## src/rtl/cdc_pulse_rx_multi.sv

```systemverilog
// Multi-channel toggle/level pulse receiver: per-channel synchroniser, edge detect,
// saturating pending counter with valid/ready drain. Optional glitch filter: CDC_PULSE_RX_FILTER_EN.
module cdc_pulse_rx_multi #(
  parameter int NUM_CH      = 4,
  parameter int SYNC_STAGES = 2,
  parameter int CNT_W       = 3,
  parameter int MODE        = 0,
  parameter int FILT_LEN    = 3
) (
  input  logic                    clk,
  input  logic                    rst,
  input  logic [NUM_CH-1:0]       async_in,
  output logic [NUM_CH-1:0]       evt_valid,
  input  logic [NUM_CH-1:0]       evt_ready,
  output logic [NUM_CH*CNT_W-1:0] evt_pend,
  output logic [NUM_CH-1:0]       ovf,
  input  logic                    ovf_clr
);

  localparam logic [CNT_W-1:0] CNT_MAX = '1;

  for (genvar ch = 0; ch < NUM_CH; ch++) begin : g_ch
    logic [SYNC_STAGES-1:0] sync_q;
    logic                   sync_last;
    logic                   filt_val;
    logic                   prev_q;
    logic                   edge_det;
    logic                   accept;
    logic                   ovf_set;
    logic [CNT_W-1:0]       cnt_q;
    logic [CNT_W-1:0]       cnt_nxt;
    logic                   valid_q;
    logic                   ovf_q;

    always_ff @(posedge clk or posedge rst) begin
      if (rst) begin
        sync_q <= '0;
      end else begin
        sync_q <= {sync_q[SYNC_STAGES-2:0], async_in[ch]};
      end
    end

    assign sync_last = sync_q[SYNC_STAGES-1];

`ifdef CDC_PULSE_RX_FILTER_EN
    localparam int FW = $clog2(FILT_LEN + 1);
    logic [FW-1:0] filt_cnt_q;
    logic          filt_q;

    // The filtered level only follows the synchroniser after FILT_LEN consecutive
    // cycles of disagreement; any return to agreement restarts the count.
    always_ff @(posedge clk or posedge rst) begin
      if (rst) begin
        filt_q     <= 1'b0;
        filt_cnt_q <= '0;
      end else if (sync_last != filt_q) begin
        if (filt_cnt_q == FW'(FILT_LEN - 1)) begin
          filt_q     <= sync_last;
          filt_cnt_q <= '0;
        end else begin
          filt_cnt_q <= filt_cnt_q + FW'(1);
        end
      end else begin
        filt_cnt_q <= '0;
      end
    end

    assign filt_val = filt_q;
`else
    logic unused_filt_len;
    assign unused_filt_len = ^FILT_LEN;
    assign filt_val        = sync_last;
`endif

    always_ff @(posedge clk or posedge rst) begin
      if (rst) begin
        prev_q <= 1'b0;
      end else begin
        prev_q <= filt_val;
      end
    end

    if (MODE == 0) begin : g_toggle
      assign edge_det = filt_val ^ prev_q;
    end else begin : g_level
      assign edge_det = filt_val & ~prev_q;
    end

    assign accept = valid_q & evt_ready[ch];

    // Simultaneous event and accept cancel out, which also keeps a saturated
    // counter from flagging overflow when the consumer frees a slot that cycle.
    always_comb begin
      cnt_nxt = cnt_q;
      ovf_set = 1'b0;
      if (edge_det && !accept) begin
        if (cnt_q == CNT_MAX) begin
          ovf_set = 1'b1;
        end else begin
          cnt_nxt = cnt_q + CNT_W'(1);
        end
      end else if (!edge_det && accept) begin
        cnt_nxt = cnt_q - CNT_W'(1);
      end
    end

    always_ff @(posedge clk or posedge rst) begin
      if (rst) begin
        cnt_q   <= '0;
        valid_q <= 1'b0;
        ovf_q   <= 1'b0;
      end else begin
        cnt_q   <= cnt_nxt;
        valid_q <= (cnt_nxt != '0);
        if (ovf_set) begin
          ovf_q <= 1'b1;
        end else if (ovf_clr) begin
          ovf_q <= 1'b0;
        end
      end
    end

    assign evt_valid[ch]                = valid_q;
    assign ovf[ch]                      = ovf_q;
    assign evt_pend[ch*CNT_W +: CNT_W]  = cnt_q;
  end

endmodule

```

## config.mk

```make
export PLATFORM = sky130hd
export DESIGN_NAME = cdc_pulse_rx_multi
export DESIGN_NICKNAME = d
export VERILOG_FILES = /design/src/rtl/cdc_pulse_rx_multi.sv
export SDC_FILE = /design/constraint.sdc
export NUM_CORES = 1
export LEC_CHECK = 0
export BUFFER_PORTS_ARGS = -buffer_cell sky130_fd_sc_hd__buf_2
export CAP_MARGIN = 15
export CORE_MARGIN = 2
export CORE_UTILIZATION = 40
export CTS_CLUSTER_SIZE = 8
export DETAILED_ROUTE_END_ITERATION = 7
export PLACE_DENSITY_LB_ADDON = 0.2
export RECOVER_POWER = 100
export SYNTH_ARGS = -nofsm -noshare
export SYNTH_HDL_FRONTEND = slang
export SYNTH_SLANG_ARGS = --single-unit
```

## constraint.sdc

```tcl
create_clock -name clk -period 3.78 [get_ports clk]
set_clock_uncertainty 0.1 [all_clocks]
set_input_delay 0.189 -clock clk [delete_from_list [all_inputs] [get_ports clk]]
set_output_delay 0.189 -clock clk [all_outputs]
set_load 0.05 [all_outputs]
```

==> results of run 1 <==
-- per-layer routing --
metal / track usage / vias up / share of wire / wire length [um]
met5: 0 / - / 0 / 0
met4: 0.0842 / 0 / 0.019 / 58
met3: 0.0355 / 5 / 0.045 / 135
met2: 0.249 / 26 / 0.48 / 1440
met1: 0.180 / 568 / 0.45 / 1360
li1: - / 582 / - / -
-- through the flow --
| step | cell area (sq um) | instances |
|---|---|---|
| after floorplan | 1580 | 148 |
| after global placement | 1740 | 219 |
| after detailed placement | 1740 | 219 |
| after CTS | 1890 | 231 |
| after global routing | 1850 | 231 |
| final | 1850 | 231 |
-- synth_stat cells, types with 2 or more instances --
cell | n | area, sq um
a21o_1 | 4 | 30.0
a21oi_1 | 6 | 30.0
a221o_1 | 3 | 30.0
a31o_1 | 3 | 26.3
and3_1 | 2 | 12.5
buf_4 | 8 | 60.1
dfrtp_1 | 32 | 801
ha_1 | 8 | 100
inv_1 | 13 | 48.8
nand2_1 | 12 | 45.0
nand3_1 | 9 | 45.0
nand3b_1 | 4 | 30.0
nor2_1 | 10 | 37.5
nor3_1 | 4 | 20.0
o22ai_1 | 4 | 25.0
o31ai_1 | 3 | 22.5
or3b_2 | 3 | 26.3
or4_1 | 4 | 30.0
xnor2_1 | 4 | 35.0
xor2_2 | 4 | 65.1
-- power by group --
group | total, W | internal, W | switching (W)
Combinational | 0.000783 | 0.000244 | 0.000540
Clock | 0.000277 | 0.000162 | 0.000115
Sequential | 0.000557 | 0.000435 | 0.000121
Total | 0.00162 | 0.000841 | 0.000776
-- cells by family after synthesis --
group | count (synthesis) | synth area share
simple gates | 51 | 0.171
compound gates | 28 | 0.128
buf+inv | 21 | 0.0687
xor+xnor | 8 | 0.0632
flops | 32 | 0.506
fa+ha+maj | 8 | 0.0632
-- layout make-up --
| class | count | area (sq um) |
|---|---|---|
| tap | 48 | 60.1 |
| multi-input combinational | 95 | 662 |
| clock buffer | 7 | 96.3 |
| inverter | 13 | 48.8 |
| timing repair buffer | 36 | 179 |
| fill | 374 | 1900 |
| sequential | 32 | 801 |
-- timing repair --
item                      4_1_cts  5_1_grt
hold buffers                    5        0
resized for setup               0        0
hold endpoints to repair       36        0
-- sequential cells by signal, summed over array words and instances, names as in the netlist --
| register | flops |
|---|---|
| g_ch.cnt_q | 12 |
| g_ch.ovf_q | 4 |
| g_ch.valid_q | 4 |
| g_ch.sync_q | 8 |
| g_ch.prev_q | 4 |
-- worst max-delay path by stage --
stage | startpoint | endpoint | slack [ns]
finish | rst | g_ch[1].cnt_q[0] | 1.70
global route | rst | g_ch[1].cnt_q[0] | 1.31
CTS | g_ch[1].cnt_q[0] | g_ch[1].valid_q | 1.95
detailed placement | g_ch[1].cnt_q[0] | g_ch[1].valid_q | 1.96
global placement | g_ch[1].cnt_q[0] | g_ch[1].valid_q | 2.00
floorplan | g_ch[2].cnt_q[0] | g_ch[2].valid_q | 1.70
==> results by group, run 1 <==
Floorplan
  • Initial Util: 0.423
  • DIE HEIGHT: 66.9 um
  • I/O pins: 31
  • DIE AREA: 4480 sq um
  • Core area: 3740 sq um
  • # rows: 22
  • Die W: 66.9 um

GRT
  • Number of global-route vias before repair: 1,136
  • Grt total ovfl: 0
  • Initial antenna violation count: 0
  • Largest net degree at the start of global routing: 33
  • Gr usage total: 0.151
  • First-pass GRT wire length: 4950 um

Final layout
  • Layout cells sized above 1: 0.148
  • Core Util, Final: 0.493
  • Area delta synth->final: 16.6%
  • Commonest cells after routing, fill and taps aside: dfrtp_1, clkbuf_1, inv_1
  • Diodes inserted: 0
  • # nets final: 202
  • Commonest non-fill, non-tap cell in the layout: dfrtp_1

Synthesis
  • Post-synthesis register bit count: 32
  • Synth Area per Inst: 10.7 sq um
  • Warnings from Yosys: 0
  • Synth Instances: 148
  • Seq/Total Area, Yosys: 0.506
  • Synth async-reset ratio: 1.00
  • Post-synth EDFFs: 0
  • Ys flop type: dfrtp_1
  • Synthesized net count: 167
  • Post-synthesis cell type count: 28
  • Post-synthesis cell area: 1580 sq um

Clock network
  • CTS tree: done
  • Worst-skew pair later-pin latency: 0.28 ns
  • Clock sink count: 32
  • CTS H-tree depth: 2
  • Root buf cell: clkbuf_8
  • Clk pin slew, worst setup/hold paths: 0.06 ns
  • Postcts setup bufs: 0
  • Cts bufs inserted: 5
  • Max clock buf depth: 2

Power and ir drop
  • Pleak: 0.797 nW
  • Overall Power: 0.00162 W
  • VDD IR max: 380 uV
  • PwrDens: 875 nW/um^2

Setup path
  • FF-to-FF setup slack: 1.94 ns
  • CP delay by family, top: buffers and inverters
  • Crit start category: input pin
  • Worst flop-to-flop path endpoint: g_ch[2].valid_q
  • CP bufs+invs: 4
  • Crit-path slowest cell: clkbuf_1
  • Critical path arrival: 2.07 ns
  • Cell depth of the worst setup path: 4
  • R2R cell count: 5
  • Worst Setup End Kind: async pin
  • Setup CP Type: in -> async
  • Critical-path maximum fanout: 32
  • Crit path cell chain: dlygate4sd3_1 -> buf_2 -> inv_1 -> clkbuf_1
  • CP peak stage delay: 1.19 ns
  • Crit path required time: 3.77 ns
  • Worst r2r src: g_ch[2].cnt_q[0]

STA
  • Final hold violation count: 0
  • Period utilization: 0.550
  • Unrepaired setup endpoints after global routing: false
  • Worst Tran Pin Value: 1.65 ns
  • Hold_ws: 0.0861 ns
  • Final min period: 2.08 ns
  • Final Setup Violations: 0
  • Slew headroom: -0.0973
  • Max Freq: 481 MHz
  • Setup WS post-layout: 1.70 ns
  • Setup_tns: 0 ns
  • Max Slew Vio Count: 33

Job
  • Max cap viols: 1

Route
  • Via count: 1,181
  • DR WL/cell: 13.0 um
  • Post-DRT Antenna Nets: 0
  • Initial DRC count: 72
  • Drt via density: 5.11
  • Pre-antenna DRT Iters: 4
  • DRC: 0
  • Drt total wl: 3000 um

Run status
  • Status: finished with violations
  • Failing checks: capacitance limit, slew limit

Placed design
  • Final Wtd Congestion: 0.816
  • Worst slack, placed: 1.96 ns
  • DPL Wire Length: 2140 um
  • PortBufs: 30

Hold path
  • Hold path depth: 2
  • Hold Path End: g_ch[2].ovf_q
  • Worst hold path class: in -> reg
  • Hold path startpoint: ovf_clr
(Power assumes the default switching activity.)
==> inputs of run 2 (changes only) <==
- clock period: 3.78 -> 1.69 ns (I/O delays scaled with it)
==> results by group, run 2 (synthesis gave the netlist of run 1 again) <==
Run status
  • Status: completed

Setup path
  • Critical-path maximum fanout: 7 (-78%)
  • Crit path required time: 1.77 ns (-2.00 ns)
  • R2R cell count: 5 (unchanged)
  • Crit start category: register
  • Crit path cell chain: ha_4 -> nand2_4 -> and3_4 -> or4_1 -> a31o_2
  • Crit-path slowest cell: dfrtp_2
  • CP peak stage delay: 0.44 ns (-0.75 ns)
  • Critical path arrival: 1.75 ns (-0.32 ns)
  • Setup CP Type: reg -> reg
  • Worst Setup End Kind: register

Route
  • DR WL/cell: 13.1 um (+0.78%)
  • Drt total wl: 3280 um (+9.5%)
  • Initial DRC count: 60 (-17%)
  • DRC: 0 (unchanged)
  • Via count: 1,253 (+6.1%)
  • Post-DRT Antenna Nets: 0 (unchanged)
  • Drt via density: 4.99 (-2.4%)
  • Pre-antenna DRT Iters: 4 (unchanged)

Final layout
  • Reg with most FFs: g_ch.cnt_q
  • Commonest non-fill, non-tap cell in the layout: dfrtp_1
  • Diodes inserted: 0 (unchanged)
  • Max reg flops: 12 (unchanged)
  • Commonest cells after routing, fill and taps aside: dfrtp_1, clkbuf_1, buf_4
  • Layout cells sized above 1: 0.330 (+0.183)
  • Area delta synth->final: 32.4%
  • Core Util, Final: 0.560 (+0.0668)
  • Biggest regs: g_ch.cnt_q (12), g_ch.sync_q (8)
  • # nets final: 221 (+9.4%)

Floorplan
  • DIE HEIGHT: 66.9 um (unchanged)
  • DIE AREA: 4480 sq um (unchanged)
  • # rows: 22 (unchanged)
  • Die W: 66.9 um (unchanged)
  • Core area: 3740 sq um (unchanged)
  • Initial Util: 0.423 (unchanged)
  • I/O pins: 31 (unchanged)

STA
  • Unrepaired setup endpoints after global routing: true
  • Period utilization: 0.989
  • Final hold violation count: 0 (unchanged)
  • Final Setup Violations: 0 (unchanged)
  • Slew headroom: 0.467 (+0.564)
  • Worst Tran Pin Value: 0.799 ns (-0.847 ns)
  • Max Freq: 598 MHz
  • Max Slew Vio Count: 0 (-100%)
  • Final min period: 1.67 ns

GRT
  • Largest net degree at the start of global routing: 33 (unchanged)
  • Grt total ovfl: 0 (unchanged)
  • First-pass GRT wire length: 5420 um (+9.5%)
  • Number of global-route vias before repair: 1,244 (+9.5%)
  • Initial antenna violation count: 0 (unchanged)
  • Gr usage total: 0.166 (+0.0148)

Clock network
  • Root buf cell: clkbuf_8
  • Clock sink count: 32 (unchanged)
  • CTS H-tree depth: 2 (unchanged)
  • Cts bufs inserted: 5 (unchanged)
  • Worst-skew pair later-pin latency: 0.29 ns (about the same)
  • Max clock buf depth: 2 (unchanged)
  • Clk pin slew, worst setup/hold paths: 0.07 ns (about the same)
  • CTS tree: done

Hold path
  • Hold path depth: 4 (+2)
  • Worst hold path class: in -> reg

Power and ir drop
  • VDD IR max: 1150 uV (+200%)
  • Overall Power: 0.00400 W (+150%)
  • Pleak: 0.886 nW (+11%)
  • PwrDens: 1910 nW/um^2 (+120%)

Placed design
  • PortBufs: 30 (unchanged)
  • Final Wtd Congestion: 0.733 (-10%)
  • DPL Wire Length: 2260 um (+5.7%)

Job
  • Max cap viols: 0 (-1)
run 2: cell types whose count changed in the layout (fill, tap and decap cells not counted), moves of 4 or more:
cell,before,now
buf_4,0,16
dfrtp_1,32,24
dfrtp_2,0,8
and3_4,0,4
ha_1,8,4
ha_4,0,4
nand2_1,12,8
run 2: layer usage:
metal | GRT usage | part of all wire
met5 | 0 | 0
met4 | 0.102 | 0.036
met3 | 0.0422 | 0.052
met2 | 0.268 | 0.48
met1 | 0.196 | 0.43
run 2: report_power, final:
part	internal, W	switching (W)
registers	0.000993	0.000288
logic	0.000762	0.00131
clock network	0.000371	0.000277
total	0.00213	0.00188
run 2: metrics by stage:
step                hold slack, ns  std cells  worst slack [ns]  setup TNS [ns]  instance area [sq um]
floorplan                   0.0159        148            -0.116          -0.327                   1670
global placement            0.0926        226            0.0644               0                   1880
detailed placement          0.0926        226           -0.0147         -0.0147                   1880
CTS                         0.0646        242            0.0125               0                   2050
global route                 0.108        251           -0.0390         -0.0542                   2100
finish                      0.0768        251            0.0182               0                   2100
run 2: layout make-up:
type	instances	area, sq um
Inverter	13	48.8
Timing Repair Buffer	55	320
Tap cell	48	60.1
Multi-Input combinational cell	95	757
Clock buffer	8	100
Fill cell	363	1650
Sequential cell	32	811
run 2: worst paths after layout:
| check | startpoint | to | slack, ns |
|---|---|---|---|
| max | g_ch[2].cnt_q[0] | g_ch[2].valid_q | 0.02 |
| min | evt_ready[2] | g_ch[2].ovf_q | 0.08 |
| max reg2reg | g_ch[2].cnt_q[0] | g_ch[2].valid_q | 0.02 |
| min reg2reg | g_ch[2].sync_q[0] | g_ch[2].sync_q[1] | 0.25 |
| max in group asynchronous | rst | g_ch[2].cnt_q[0] | 0.46 |
| min in group asynchronous | rst | g_ch[1].valid_q | 0.47 |
run 2: worst max-delay path, delay by kind of cell (launching register included):
| kind | cells | cell delay [ns] |
|---|---|---|
| AO/OA/AOI/OAI | 1 | 0.22 |
| adder cells (fa/ha/maj) | 1 | 0.17 |
| flip-flops | 1 | 0.44 |
| AND/OR/NAND/NOR | 3 | 0.63 |
run 2: timing repair:
item / in CTS / in global routing
setup buffers: 2 / 9
hold buffers: 6 / 0
endpoints found under the hold margin: 40 / 0
pin swaps: 2 / 5
setup endpoints to repair: 2 / 4
gates resized for setup: 0 / 2
